==> config.mk <==
export PLATFORM = sky130hd
export DESIGN_NAME = ercm8_share_ctrl
export DESIGN_NICKNAME = d
export VERILOG_FILES = /design/src/rtl/ercm_pkg.sv /design/src/rtl/ercm_rr_arb.sv /design/src/rtl/ercm8_share_ctrl.sv
export SDC_FILE = /design/constraint.sdc
export NUM_CORES = 1
export LEC_CHECK = 0
export CORE_MARGIN = 4
export CORE_UTILIZATION = 42
export DETAILED_ROUTE_END_ITERATION = 8
export GPL_ROUTABILITY_DRIVEN = 0
export PLACE_DENSITY = 0.86
export RECOVER_POWER = 50
export SYNTH_ARGS = -nofsm -noshare
export SYNTH_HDL_FRONTEND = slang
export SYNTH_SLANG_ARGS = --single-unit
export TNS_END_PERCENT = 20
==> constraint.sdc <==
create_clock -name clk -period 2.05 [get_ports clk]
set_clock_uncertainty 0.1 [all_clocks]
set_input_delay 0.205 -clock clk [delete_from_list [all_inputs] [get_ports clk]]
set_output_delay 0.205 -clock clk [all_outputs]
set_load 0.1 [all_outputs]
==> src/rtl/ercm_pkg.sv <==
// Shared definitions for the ERCM8 multiplier share controller:
// default widths and the controller state encoding.
package ercm_pkg;

    localparam int DW_DEF = 8;
    localparam int MW_DEF = 7;
    localparam int PW_DEF = 2 * DW_DEF;

    typedef enum logic [1:0] {
        ST_IDLE = 2'd0,
        ST_HOLD = 2'd1,
        ST_RESP = 2'd2
    } state_t;

endpackage

==> src/rtl/ercm_rr_arb.sv <==
// Two-way round-robin grant. The pointer records the last requester served
// and only moves when a grant is actually accepted.
module ercm_rr_arb (
    input  logic clk,
    input  logic rst,
    input  logic enable,
    input  logic valid0,
    input  logic valid1,
    input  logic accept,
    output logic grant_valid,
    output logic grant_id
);

    logic last;

    // NOTE: state registers use non-blocking assignments so every flop samples pre-edge values.
    always_ff @(posedge clk) begin
        if (rst) begin
            last <= 1'b1;
        end else if (accept) begin
            last <= grant_id;
        end
    end

    // NOTE: every output gets a default first so no latch is inferred.
    always_comb begin
        grant_id = 1'b0;
        if (valid0 && valid1) begin
            grant_id = ~last;
        end else if (valid1) begin
            grant_id = 1'b1;
        end
        grant_valid = enable & (valid0 | valid1);
    end

endmodule

==> src/rtl/ercm8_share_ctrl.sv <==
// Shares one combinational ERCM8 multiplier between two requesters: round-robin
// accept, hold operands for SETTLE cycles, capture the product, respond.
module ercm8_share_ctrl
    import ercm_pkg::*;
#(
    parameter int SETTLE = 2,
    parameter int DW     = DW_DEF,
    parameter int MW     = MW_DEF
) (
    input  logic            clk,
    input  logic            rst,
    input  logic            cfg_we,
    input  logic            cfg_sel,
    input  logic [MW-1:0]   cfg_mask,
    input  logic            req0_valid,
    output logic            req0_ready,
    input  logic [DW-1:0]   req0_a,
    input  logic [DW-1:0]   req0_b,
    input  logic            req1_valid,
    output logic            req1_ready,
    input  logic [DW-1:0]   req1_a,
    input  logic [DW-1:0]   req1_b,
    output logic            rsp0_valid,
    input  logic            rsp0_ready,
    output logic [2*DW-1:0] rsp0_p,
    output logic            rsp1_valid,
    input  logic            rsp1_ready,
    output logic [2*DW-1:0] rsp1_p,
    output logic [DW-1:0]   mul_a,
    output logic [DW-1:0]   mul_b,
    output logic [MW-1:0]   mul_mask,
    input  logic [2*DW-1:0] mul_p,
    output logic            busy
);

    localparam logic [3:0] LAST_CNT = 4'(SETTLE - 1);

    state_t          state, state_nxt;
    logic [DW-1:0]   op_a, op_b;
    logic [MW-1:0]   op_mask;
    logic            op_id;
    logic [3:0]      cnt;
    logic [2*DW-1:0] result;
    logic [MW-1:0]   mask0, mask1;
    logic            grant_valid, grant_id, accept, settle_done;

    ercm_rr_arb u_arb (
        .clk        (clk),
        .rst        (rst),
        .enable     (state == ST_IDLE),
        .valid0     (req0_valid),
        .valid1     (req1_valid),
        .accept     (accept),
        .grant_valid(grant_valid),
        .grant_id   (grant_id)
    );

    assign req0_ready  = grant_valid & ~grant_id;
    assign req1_ready  = grant_valid & grant_id;
    assign accept      = (req0_ready & req0_valid) | (req1_ready & req1_valid);
    assign settle_done = (state == ST_HOLD) && (cnt == LAST_CNT);

    always_ff @(posedge clk) begin
        if (rst) begin
            state <= ST_IDLE;
        end else begin
            state <= state_nxt;
        end
    end

    always_comb begin
        state_nxt  = state;
        rsp0_valid = 1'b0;
        rsp1_valid = 1'b0;
        unique case (state)
            ST_IDLE: begin
                if (accept) state_nxt = ST_HOLD;
            end
            ST_HOLD: begin
                if (settle_done) state_nxt = ST_RESP;
            end
            ST_RESP: begin
                rsp0_valid = ~op_id;
                rsp1_valid = op_id;
                if (op_id ? rsp1_ready : rsp0_ready) state_nxt = ST_IDLE;
            end
            default: state_nxt = ST_IDLE;
        endcase
    end

    // NOTE: the mask registers are small configuration state and are reset; they are not a memory array.
    always_ff @(posedge clk) begin
        if (rst) begin
            op_a    <= '0;
            op_b    <= '0;
            op_mask <= '0;
            op_id   <= 1'b0;
            cnt     <= '0;
            result  <= '0;
            mask0   <= '0;
            mask1   <= '0;
        end else begin
            // The op latches the mask value from before any same-cycle cfg write.
            if (accept) begin
                op_a    <= grant_id ? req1_a : req0_a;
                op_b    <= grant_id ? req1_b : req0_b;
                op_mask <= grant_id ? mask1 : mask0;
                op_id   <= grant_id;
                cnt     <= '0;
            end else if (state == ST_HOLD) begin
                cnt <= cnt + 4'd1;
            end
            if (settle_done) begin
                result <= mul_p;
            end
            if (cfg_we && !cfg_sel) mask0 <= cfg_mask;
            if (cfg_we && cfg_sel)  mask1 <= cfg_mask;
        end
    end

    // The op register keeps driving the multiplier while idle to avoid toggling it.
    assign mul_a    = op_a;
    assign mul_b    = op_b;
    assign mul_mask = op_mask;
    assign rsp0_p   = result;
    assign rsp1_p   = result;
    assign busy     = (state != ST_IDLE);

endmodule

### Word-level counts from Yosys, hierarchy flattened

Index checks and enable logic that the tools add are counted.

| operators by class | value |
|---|---|
| add/subtract/negate cells | 1 |
| eq/ne operators | 6 |
| muxes and demuxes | 12 |
| bitwise operators | 10 |
| reduce and logical (&&, ||, !) cells | 9 |

Operators with widths:

| operator | count |
|---|---|
| 2-to-1 mux 8 bit | 2 |
| 2-to-1 mux 7 bit | 1 |
| 2-to-1 mux 2 bit | 3 |
| inequality test 2 bit (second input constant) | 3 |
| case mux 2 bit (3 select lines) | 1 |
| bitwise AND 1 bit | 5 |
| 2-to-1 mux 1 bit | 5 |
| adder 4 x 1 -> 4 bit (second input constant) | 1 |
| equality test 4 x 1 -> 1 bit (second input constant) | 1 |
| logical AND 1 bit | 4 |
| inverter 1 bit | 3 |
| AND reduction 3 bit | 1 |
| equality test 2 x 1 -> 1 bit (second input constant) | 1 |
| equality test 2 bit (second input constant) | 1 |
| logical NOT 2 bit | 1 |
| OR 1 bit | 2 |
| nonzero test 2 bit | 1 |
| OR reduction 2 bit | 1 |
| logical NOT 1 bit | 1 |

| storage, ports and cells | value |
|---|---|
| bits in registers | 61 |
| output and inout bits | 60 |

### Depth between registers and ports, before layout

| logic depth | value |
|---|---|
| depth in word-level cells | 8 |
| mapped depth | 7 |

### Hierarchy

Synthesis repeated with hierarchy kept, for this count alone.

| unflattened totals | value |
|---|---|
| cell total of the unflattened synthesis | 297 |
| area, all modules | 2905.3 um2 |

By module, submodules not included:

| module | times used | cells an instance | area each (um2) | seq. area each (um2) |
|---|---|---|---|---|
| ercm8_share_ctrl | 1 | 292 | 2851.5 | 1201.2 |
| ercm_rr_arb | 1 | 5 | 53.8 | 20.0 |

### Worst setup path before layout

Ideal clock, no wire load.

| timing | value |
|---|---|
| kind | register to output |
| from | register state[1] |
| to | output port req1_ready |
| arrival time | 2856 ps |
| data required time | 1745 ps |
| slack | -1111 ps |
| stages on the path, launching flop included | 5 |
| path buffers | 1 |
| cells stage by stage | dfxtp_1 > nor2_1 > clkbuf_1 > inv_1 > nor2_1 |

| between the ends | value |
|---|---|
| cells in the longest elaborated chain, start to end | 3 |

RTL lines:

| what | RTL line | source |
|---|---|---|
| start: declaration | ercm8_share_ctrl.sv:38 | `state_t state, state_nxt;` |
| start signal: assignment | ercm8_share_ctrl.sv:67 | `state <= state_nxt;` |
| logical NOT 2 bit | ercm8_share_ctrl.sv:50 | `.enable (state == ST_IDLE),` |
| bitwise AND 1 bit | ercm_rr_arb.sv:33 | `grant_valid = enable & (valid0 \| valid1);` |
| bitwise AND 1 bit | ercm8_share_ctrl.sv:59 | `assign req1_ready = grant_valid & grant_id;` |
| end: declaration | ercm8_share_ctrl.sv:20 | `output logic req1_ready,` |

Every way passes these cells.

### Final worst setup path

| timing | value |
|---|---|
| from | input port req0_valid |
| to | output port req0_ready |

| between the ends | value |
|---|---|
| cells in the longest elaborated chain, start to end | 4 |
| elaborated cells on any way between the ends | 6 |
| those cells by class | 1 x mux; 4 x bitwise; 1 x reduce/logical |

RTL lines:

| what | RTL line | source |
|---|---|---|
| start: declaration | ercm8_share_ctrl.sv:15 | `input logic req0_valid,` |
| logical AND 1 bit | ercm_rr_arb.sv:28 | `if (valid0 && valid1) begin` |
| 2-to-1 mux 1 bit | ercm_rr_arb.sv:28 |  |
| inverter 1 bit | ercm8_share_ctrl.sv:58 | `assign req0_ready = grant_valid & ~grant_id;` |
| bitwise AND 1 bit * | ercm8_share_ctrl.sv:58 |  |
| end: declaration | ercm8_share_ctrl.sv:16 | `output logic req0_ready,` |

Mark *: on every way between the ends. The rest lies on a longest branch, timed or not.

==> results.md <==
- Max-capacitance violation count: 0
- Antenna Cells: 0
- Top library cells by usage in the layout, fill and taps aside: sky130_fd_sc_hd__dfxtp_1, sky130_fd_sc_hd__clkdlybuf4s50_1, sky130_fd_sc_hd__nand2_1
- Average wire length per cell after detail routing: around 14 um
- Count of placed standard cells in the final layout, fillers left out: between 500 and 600
- Most Used Layer, Global Route: met2
- Number of post-CTS setup repair buffers: 0
- Reg2reg setup slack: 0.25 ns
- CTS root buffer: sky130_fd_sc_hd__clkbuf_8
- CP Launch Type: input port
- Headroom to the max-slew limit: 60.9%
- Clock Latency Late Sink: 0.32 ns
- Drt initial violations: around 120
- Worst setup path startpoint: req0_valid
- Total global-route track usage: 19.7%
- Final Worst Setup Slack: roughly 0.12 ns
- Met2 global-route usage: approximately 34%
- Maximum operating frequency: 519 MHz
- Met3 track demand over resource in global routing: 4.00%
- Cell chain of the critical path: clkdlybuf4s50_1, or3b_2, nor2_2, buf_12
- Area growth from synthesis to layout: 41.4%
- Num CTS Buffers: 9
- Post-synthesis net count: 403
- Layout cell share with drive strength beyond 1: 21.1%
- Clock transition at the register clock pins on the worst setup and hold paths after CTS: roughly 0.060 ns
- Antenna Nets Post-Route: 0
- Routed vias/inst: about 5.2
- Count of pins on the block boundary: between 100 and 150
- Clock Tree Buf Depth: 2
- Outcome: finished clean
- Count of mapped cells out of synthesis: 338
- Number of global-route vias before repair: 2563
- Setup repair after global routing missed its margin: no
- Sum of overflow across all layers after global routing: 0
- Length of the first detailed-routing pass in iterations: 4
- Worst Setup Slack post-DPL: 0.124 ns
- Data required, critical path: 1.75 ns
- Sequential element share of the synthesized area: 44.5%
- FF-to-FF path depth: 5
- First-pass GRT wire length: 12200 um
- Reg-to-Reg End: rsp0_p[15]$_SDFFE_PP0P_
- Delay of the slowest cell on the worst path: ~0.55 ns
- Die area: 0.00790 sq mm
- Max-slew violation total from the final report: 0
- Width of the chip: slightly below 90 um
- Transition time at the pin with the least slew margin: ~0.6 ns
- Vertical die dimension: 88.9 um
- Share of the core filled with cells in the final layout: a little over 60%
- # placed instances: 507
- Seq cells post-synth: 61
- Data arrival, critical path: 1.62 ns
- Placed wire-length estimate: 5560 um
- Nature of the critical path endpoint: primary output
- Layout filler cell count: 586
- Remaining DRCs: 0
- Library cells used by synthesis: 33
- CP max FO: 4
- Core footprint: 0.00635 sq mm
- Post-cts sizing count: 0
- LEAKAGE: 1.64 nW
- Starting utilization of the core area: 43.3%
- Number of clock sinks: 61
- Post-Syn Area per Cell: 8.13 sq um
- Reg-to-reg startpoint: cnt[0]$_SDFFE_PP0P_
- Hold path endpoint: mask0[2]$_SDFFE_PP0P_
- # nets final: slightly above 500
- Cell Rows: 29
- Leading cell type in the layout, fill and taps excluded: sky130_fd_sc_hd__dfxtp_1
- Total detailed-routing wirelength: around 7500 um
- Final hold violations: 0
- Cell with the largest stage delay on the worst path: sky130_fd_sc_hd__clkdlybuf4s50_1
- H-tree depth: 3
- Final critical delay including setup and external delays: 1.93 ns
- Largest net degree at the start of global routing: 35
- TritonCTS clock tree: yes
- Power after layout: 3.29 mW
- Share of the clock period used by the worst path: 94.0%
- Final Setup Violations: 0
- Worst min path class: input port to flop
- Number of buffer cells added on primary ports: 122
- Min-Delay Startpoint: rst
- Quantity of hold-fixing buffers added after cts: 0
- Start-to-end type of the worst setup path: input port to primary output
- Number of warning messages in the yosys log: 0
- Initial antenna violation count: 0
- Cells on Worst Hold Path: 2
- Via count of the routed design: 2718
- Maximum resistive drop on vdd: 447 uV
- Met1 capacity usage during global routing: 22.9%
- Area of the mapped netlist: around 0.0027 sq mm
- Power density cells: approximately 850 mW/mm^2
[where the power goes]
part | internal (mW) | switching (mW)
Clock | 0.462 | 0.416
Combinational | 0.301 | 0.790
Sequential | 1.27 | 0.0528
[cell families (layout without fill, tap and decap cells)]
kind of cell / after synthesis / in the layout / synth area share, %
flops: 61 / 61 / 44.5
mux: 8 / 8 / 2.96
buf+inv: 64 / 171 / 12.0
compound gates: 94 / 94 / 21.2
xor+xnor: 2 / 2 / 0.638
simple gates: 107 / 107 / 17.9
fa+ha+maj: 2 / 2 / 0.911
[layout make-up]
| cell class | count | area [sq um] | area share, % |
|---|---|---|---|
| repair buffers | 137 | 1120 | 28.8 |
| clock buffers | 13 | 149 | 3.83 |
| inverters | 19 | 75.1 | 1.93 |
| well taps | 77 | 96.3 | 2.48 |
| flip-flops and latches | 61 | 1220 | 31.4 |
| multi-input cells | 213 | 1210 | 31.2 |
| clock inverters | 2 | 10.0 | 0.258 |
[per-layer routing]
metal | vias to the layer above | routed length (um)
met3 | 10 | 481
met5 | - | 0
li1 | 1352 | -
met4 | 0 | 126
met2 | 79 | 3950
met1 | 1277 | 2990
[state kept, by name, summed over array words and instances (netlist names)]
register,count
rsp0_p,16
mul_b,8
mask1,7
mask0,7
op_id,1
mul_a,8
mul_mask,7
u_arb.last,1
cnt,4
state,2
[synthesized netlist by cell type (all sizes together)]
cell	count	area [sq um]
a21boi	1	7.51
ha	2	25.0
nor2	15	56.3
xnor2	1	8.76
a211oi	1	7.51
nor3	2	10.0
inv	19	71.3
o21ai	17	85.1
or3b	2	17.5
nand2b	3	18.8
mux2i	7	70.1
and2	1	6.26
or2	1	6.26
nor2b	3	18.8
nand2	54	203
a311oi	23	201
a21bo	1	10.0
a21oi	46	230
buf	24	179
dfxtp	61	1220
nand3b	1	7.51
o22ai	1	6.26
xor2	1	8.76
nand3	8	40.0
clkbuf	21	78.8
a221o	1	10.0
a2111oi	1	8.76
mux2	1	11.3
or3	17	106
a22oi	2	15.0
[metrics by stage]
| stage | cell area [sq um] | hold WS (ns) | setup TNS [ns] |
|---|---|---|---|
| after CTS | 4010 | 0.251 | 0 |
| after global routing | 3880 | 0.279 | 0 |
| after global placement | 3850 | 0.344 | 0 |
| after floorplan | 2760 | 0.249 | -0.339 |
| after detailed placement | 3850 | 0.347 | 0 |
| final | 3880 | 0.267 | 0 |
[worst max-delay path, delay by kind of cell]
family | cells | cell delay [ns]
buffers and inverters | 2 | 0.74
and+or+nand+nor | 2 | 0.68
[how the worst max path moves through the flow]
stage                            end  slack (ns)  cells after the start
final                     req0_ready        0.12                      4
after floorplan           req1_ready       -0.34                      4
after detailed placement  req0_ready        0.12                      4
after global routing      req0_ready        0.06                      4
after CTS                 req0_ready        0.11                      4
after global placement    req0_ready        0.16                      4
Power figures use the tool's default switching activity.
